## src/rtl/keypad_encoder.sv

```systemverilog
// Keypad encoder: scans a 4x4 active-low key matrix, debounces each press and
// release, and turns every accepted key into the calculator controller's
// digit / operator / equal / clear strobes.
module keypad_encoder #(
    parameter int SCAN_DIV       = 1000,
    parameter int DEBOUNCE_SCANS = 4
) (
    input  logic       clk,
    input  logic       nRST,
    input  logic [3:0] col_n,
    output logic [3:0] row_n,
    output logic [3:0] keypad_input,
    output logic       read_input,
    output logic [2:0] operator_input,
    output logic       equal_input,
    output logic       clear_pulse
);
    localparam int DW = (SCAN_DIV > 2) ? $clog2(SCAN_DIV) : 1;
    localparam int CW = $clog2(DEBOUNCE_SCANS + 1);

    typedef enum logic [1:0] {SCAN, DEBOUNCE, EMIT, RELEASE} state_t;
    typedef enum logic [2:0] {K_DIG, K_ADD, K_SUB, K_MUL, K_EQ, K_CLR, K_NONE} kind_t;

    state_t          st_q, st_d;
    logic [DW-1:0]   div_q;
    logic [1:0]      row_q, row_d;
    logic [1:0]      cand_q, cand_d;
    logic [CW-1:0]   cnt_q, cnt_d;
    logic            tick;
    logic            col_any;
    logic [1:0]      col_idx;
    logic [CW-1:0]   cnt_inc;
    logic            cnt_full;

    logic [3:0]      keypad_q;
    logic            read_q, equal_q, clear_q, after_eq_q;
    logic [2:0]      op_q;
    kind_t           kind;
    logic [3:0]      digit;

    assign tick     = (div_q == DW'(SCAN_DIV - 1));
    assign col_any  = (col_n != 4'hF);
    assign cnt_inc  = cnt_q + 1'b1;
    assign cnt_full = (cnt_inc == CW'(DEBOUNCE_SCANS));
    assign row_n    = ~(4'b0001 << row_q);

    // Lowest closed column wins when several read low together.
    always_comb begin
        col_idx = 2'd0;
        if      (!col_n[0]) col_idx = 2'd0;
        else if (!col_n[1]) col_idx = 2'd1;
        else if (!col_n[2]) col_idx = 2'd2;
        else if (!col_n[3]) col_idx = 2'd3;
    end

    // Free-running row-period divider; its last count is the sample tick.
    always_ff @(posedge clk or negedge nRST) begin
        if (!nRST)     div_q <= '0;
        else if (tick) div_q <= '0;
        else           div_q <= div_q + 1'b1;
    end

    // Scan/debounce state register.
    always_ff @(posedge clk or negedge nRST) begin
        if (!nRST) begin
            st_q   <= SCAN;
            row_q  <= 2'd0;
            cand_q <= 2'd0;
            cnt_q  <= '0;
        end else begin
            st_q   <= st_d;
            row_q  <= row_d;
            cand_q <= cand_d;
            cnt_q  <= cnt_d;
        end
    end

    // Next state: the row only moves when the matrix is idle or a press falls through.
    always_comb begin
        st_d   = st_q;
        row_d  = row_q;
        cand_d = cand_q;
        cnt_d  = cnt_q;
        case (st_q)
            SCAN: if (tick) begin
                if (!col_any) begin
                    row_d = row_q + 2'd1;
                end else begin
                    cand_d = col_idx;
                    cnt_d  = CW'(1);
                    st_d   = (DEBOUNCE_SCANS == 1) ? EMIT : DEBOUNCE;
                end
            end
            DEBOUNCE: if (tick) begin
                if (col_any && col_idx == cand_q) begin
                    cnt_d = cnt_inc;
                    if (cnt_full) st_d = EMIT;
                end else begin
                    st_d  = SCAN;
                    row_d = row_q + 2'd1;
                end
            end
            EMIT: begin
                cnt_d = '0;
                st_d  = RELEASE;
            end
            RELEASE: if (tick) begin
                if (col_any) begin
                    cnt_d = '0;
                end else if (cnt_full) begin
                    cnt_d = '0;
                    st_d  = SCAN;
                    row_d = row_q + 2'd1;
                end else begin
                    cnt_d = cnt_inc;
                end
            end
            default: st_d = SCAN;
        endcase
    end

    // Decode the held {row, col} into an action class and digit value.
    always_comb begin
        kind  = K_NONE;
        digit = 4'd0;
        case ({row_q, cand_q})
            4'h0: begin kind = K_DIG; digit = 4'd1; end
            4'h1: begin kind = K_DIG; digit = 4'd2; end
            4'h2: begin kind = K_DIG; digit = 4'd3; end
            4'h3: kind = K_ADD;
            4'h4: begin kind = K_DIG; digit = 4'd4; end
            4'h5: begin kind = K_DIG; digit = 4'd5; end
            4'h6: begin kind = K_DIG; digit = 4'd6; end
            4'h7: kind = K_SUB;
            4'h8: begin kind = K_DIG; digit = 4'd7; end
            4'h9: begin kind = K_DIG; digit = 4'd8; end
            4'hA: begin kind = K_DIG; digit = 4'd9; end
            4'hB: kind = K_MUL;
            4'hC: kind = K_CLR;
            4'hD: begin kind = K_DIG; digit = 4'd0; end
            4'hE: kind = K_EQ;
            default: kind = K_NONE;
        endcase
    end

    // Registered actions; strobes drop back to 0 the cycle after they fire.
    always_ff @(posedge clk or negedge nRST) begin
        if (!nRST) begin
            keypad_q   <= 4'd0;
            read_q     <= 1'b0;
            equal_q    <= 1'b0;
            clear_q    <= 1'b0;
            op_q       <= 3'b000;
            after_eq_q <= 1'b0;
        end else begin
            read_q  <= 1'b0;
            equal_q <= 1'b0;
            clear_q <= 1'b0;
            if (st_q == EMIT) begin
                case (kind)
                    K_DIG: begin
                        keypad_q <= digit;
                        read_q   <= 1'b1;
                        if (after_eq_q) begin
                            op_q       <= 3'b000;
                            after_eq_q <= 1'b0;
                        end
                    end
                    K_ADD: op_q <= 3'b001;
                    K_SUB: op_q <= 3'b010;
                    K_MUL: op_q <= 3'b100;
                    // Operator is kept so the controller can still read it with '='.
                    K_EQ: begin
                        equal_q    <= 1'b1;
                        after_eq_q <= 1'b1;
                    end
                    K_CLR: begin
                        clear_q    <= 1'b1;
                        op_q       <= 3'b000;
                        after_eq_q <= 1'b0;
                    end
                    default: ;
                endcase
            end
        end
    end

    assign keypad_input   = keypad_q;
    assign read_input     = read_q;
    assign operator_input = op_q;
    assign equal_input    = equal_q;
    assign clear_pulse    = clear_q;

endmodule

```

## config.mk

```make
export PLATFORM = sky130hd
export DESIGN_NAME = keypad_encoder
export DESIGN_NICKNAME = d
export VERILOG_FILES = /design/src/rtl/keypad_encoder.sv
export SDC_FILE = /design/constraint.sdc
export NUM_CORES = 1
export LEC_CHECK = 0
export CAP_MARGIN = 10
export CORE_UTILIZATION = 45
export DETAILED_ROUTE_END_ITERATION = 10
export PLACE_DENSITY_LB_ADDON = 0.25
export SETUP_SLACK_MARGIN = 0.05
export SLEW_MARGIN = 30
export SYNTH_ARGS = -nofsm -noshare
export SYNTH_HDL_FRONTEND = slang
export SYNTH_SLANG_ARGS = --single-unit
```

## constraint.sdc

```tcl
create_clock -name clk -period 2.25 [get_ports clk]
set_input_delay 0.225 -clock clk [delete_from_list [all_inputs] [get_ports clk]]
set_output_delay 0.225 -clock clk [all_outputs]
set_load 0.05 [all_outputs]
```

==> results by group <==
Die
  • Core area: 0.00366 sq mm
  • Die Width: 63.6 microns
  • Row cnt: 22
  • Initial Utilization: 0.467
  • Die Ht: 63.6 microns
  • Io pins: 20
  • Die area: 0.00405 sq mm

STA
  • Worst setup margin: 0.157 ns
  • Max transition margin: 0.663
  • Hold Vio Cnt, Final: 0
  • Setup TNS: 0 ns
  • Slew Viols, Final: 0
  • Final setup violating endpoints: 0
  • Fin crit share: 0.930
  • RSZ-0062 raised after global routing: no
  • Clock Skews: 0.00507 ns
  • Worst Tran Pin Value: 0.504 ns
  • Min Clock Period, post-route: 2.09 ns
  • Fmax: 478 MHz

Yosys
  • Mapped Avg Cell Area: 9.76 sq um
  • Post-Syn Instances: 175
  • Post-synth top area cell: dfrtp_1
  • Synth top area cells: dfrtp_1 (44%), ha_1 (8.8%), inv_1 (3.5%)
  • Yosys reg bits: 30
  • Post-synth net total: 193
  • Synth cell types: 49
  • YS warnings: 0
  • Sequential fraction of the synthesis area: 0.440
  • Netlist Area Pre-Place: 0.00171 sq mm
  • Top_reg_cell synth: dfrtp_1
  • FFs w/ async S/R, synth: 1.00
  • Area share of the largest cell type after synthesis: 0.440
  • Post-synth EDFFs: 0

Place
  • GP Congestion: 0.817
  • HPWL Detailed: 2.55 mm
  • Cell Count Post-Placement: 244
  • Port Buffers: 19
  • Place WS: 0.0822 ns

Global routing
  • Met2 Track Usage GR: 0.330
  • GR peak layer: met2
  • Global Route Usage Sum: 0.201
  • Initial antenna violation count: 0
  • Grt ovf: 0
  • Vias in the first global route: 1439
  • GR Layer Usage met1: 0.232
  • Pin count of the biggest net entering global routing: 31
  • First-pass GRT wire length: 6.29 mm
  • Routing usage on met3: 0.0562

Worst setup path
  • Startpoint types: flip-flop
  • Crit Path Max Fanout: 7
  • Setup CP Type: flip-flop to flip-flop
  • CP peak stage delay: 0.39 ns
  • WP data required: 2.42 ns
  • Cells along the critical path: inv_1, ha_1, or3_1, o31a_1, a2111o_1, mux2_1
  • Critical path's slowest cell: dfrtp_1
  • CP Data Arrival Time: 2.26 ns
  • Crit. End Element: flip-flop

Power and ir drop
  • PD cells: 497 mW/mm^2
  • Pwr Total: 1.04 mW
  • Maximum vdd drop: 287 uV
  • Leakage: 0.947 nW

CTS
  • CTS Sinks: 30
  • TritonCTS buffer count: 5
  • H-tree levels: 2
  • Hold buffers post-CTS: 0
  • Clock slew at reported path FFs: 0.07 ns
  • Clk root buf: clkbuf_8
  • TritonCTS clock tree: yes
  • Maximum clock path buffer count: 2
  • Clk_lat worst skew: 0.29 ns

Cells and area
  • Nets@finish: 221
  • Leading cell type in the layout, fill and taps excluded: dfrtp_1
  • Finished Layout Cells: 252
  • Antenna cells: 0
  • Most frequent cells in the layout: dfrtp_1 (30), inv_1 (16), clkdlybuf4s50_1 (16)
  • Area Growth Syn to Fin: 22.3%
  • Share of cells above drive strength 1: 0.108
  • Filler Cells Inserted: 317

Job
  • Maximum capacitance violations: 0

Worst hold path
  • Worst Hold Class: primary input to async pin

Status
  • Status: complete, no violations

Routing
  • First DRT Iteration DRCs: 87
  • Antenna viol nets, final: 0
  • Vias per cell: 5.66
  • Post-Route WL: 3.53 mm
  • Wire per inst: 14.0 microns
  • First-pass detailed-route iteration total: 4
  • DRC: 0
  • Routed via count: 1426
## synth_stat cells (2+ instances only)
cell type,count
o31ai_1,3
o21ai_1,2
xnor2_1,4
nand3_1,7
mux2_1,4
and4_1,2
a32oi_1,2
xor2_1,4
nand2_1,13
buf_2,3
ha_1,12
dfrtp_1,30
inv_1,16
nor2_1,15
nand3b_1,2
nor3_1,3
a31oi_1,6
o41ai_1,3
o21ai_0,10
a21oi_1,5
## layout make-up
class | instances | area [sq um] | share of cell area
clock inverters | 2 | 12.5 | 0.00599
well taps | 48 | 60.1 | 0.0288
repair buffers | 25 | 239 | 0.114
inverters | 17 | 63.8 | 0.0306
clock buffers | 6 | 82.6 | 0.0395
multi-input cells | 124 | 880 | 0.421
flip-flops and latches | 30 | 751 | 0.359
## metal layers
| metal | share of wire | vias to the layer above | wire length [microns] |
|---|---|---|---|
| met4 | 0.024 | 0 | 86 |
| met1 | 0.43 | 692 | 1520 |
| met3 | 0.050 | 11 | 176 |
| met5 | 0 | - | 0 |
| li1 | - | 682 | - |
| met2 | 0.49 | 41 | 1750 |
## critical path: cells and delay by family (launching register included)
kind | cells | cell delay (ns)
compound gates | 2 | 0.52
fa+ha+maj | 1 | 0.27
buf+inv | 1 | 0.08
flops | 1 | 0.39
mux | 1 | 0.34
simple gates | 1 | 0.37
## sequential cells by signal, indices dropped and copies added (netlist names), named ones only
signal          cells
cand_q              2
div_q              10
equal_input         1
clear_pulse         1
st_q                1
after_eq_q          1
keypad_input        4
cnt_q               3
row_q               2
read_input          1
operator_input      3
## metrics by stage
| stage | utilization | instance area [sq um] | hold slack, ns |
|---|---|---|---|
| after floorplan | - | 1710 | -0.0706 |
| after detailed placement | 0.542 | 1980 | 0.469 |
| after global placement | 0.542 | 1980 | 0.456 |
| after CTS | 0.568 | 2080 | 0.331 |
| after global routing | 0.570 | 2090 | 0.351 |
| final | 0.570 | 2090 | 0.320 |
## path summary, 6_finish.rpt
path                                        start  slack (ns)           endpoint  cells past startpoint
worst max-delay path                    flip-flop        0.16           cnt_q[1]                      6
worst min-delay path                         nRST        0.32        clear_pulse                      2
worst max register to register          flip-flop        0.16           cnt_q[1]                      6
worst min register to register  operator_input[2]        0.48  operator_input[2]                      2
max in group asynchronous                    nRST        1.65           div_q[8]                      2
min in group clk                operator_input[2]        0.48  operator_input[2]                      2
## repair_timing
item / in CTS / in global routing
gates cloned: 0 / 0
endpoints found under the setup margin: 1 / 4
setup buffers: 0 / 0
resized for setup: 1 / 3
endpoints found under the hold margin: 0 / 0
## kinds of logic after synthesis
kind of cell	after synthesis	synth area share
muxes	6	0.0388
DFF	30	0.440
buffers and inverters	21	0.0483
AOI/OAI and AO/OA	45	0.184
and+or+nand+nor	53	0.160
adders and majority gates	12	0.0879
xor gates and xnor gates	8	0.0410
## power by group
part | internal [mW] | switching (mW) | total [mW]
sequential | 0.539 | 0 | 0.539
clock | 0.245 | 0.217 | 0.462
combinational | 0.0149 | 0.0220 | 0.0370
No activity file was read; power rests on OpenSTA's default activity.
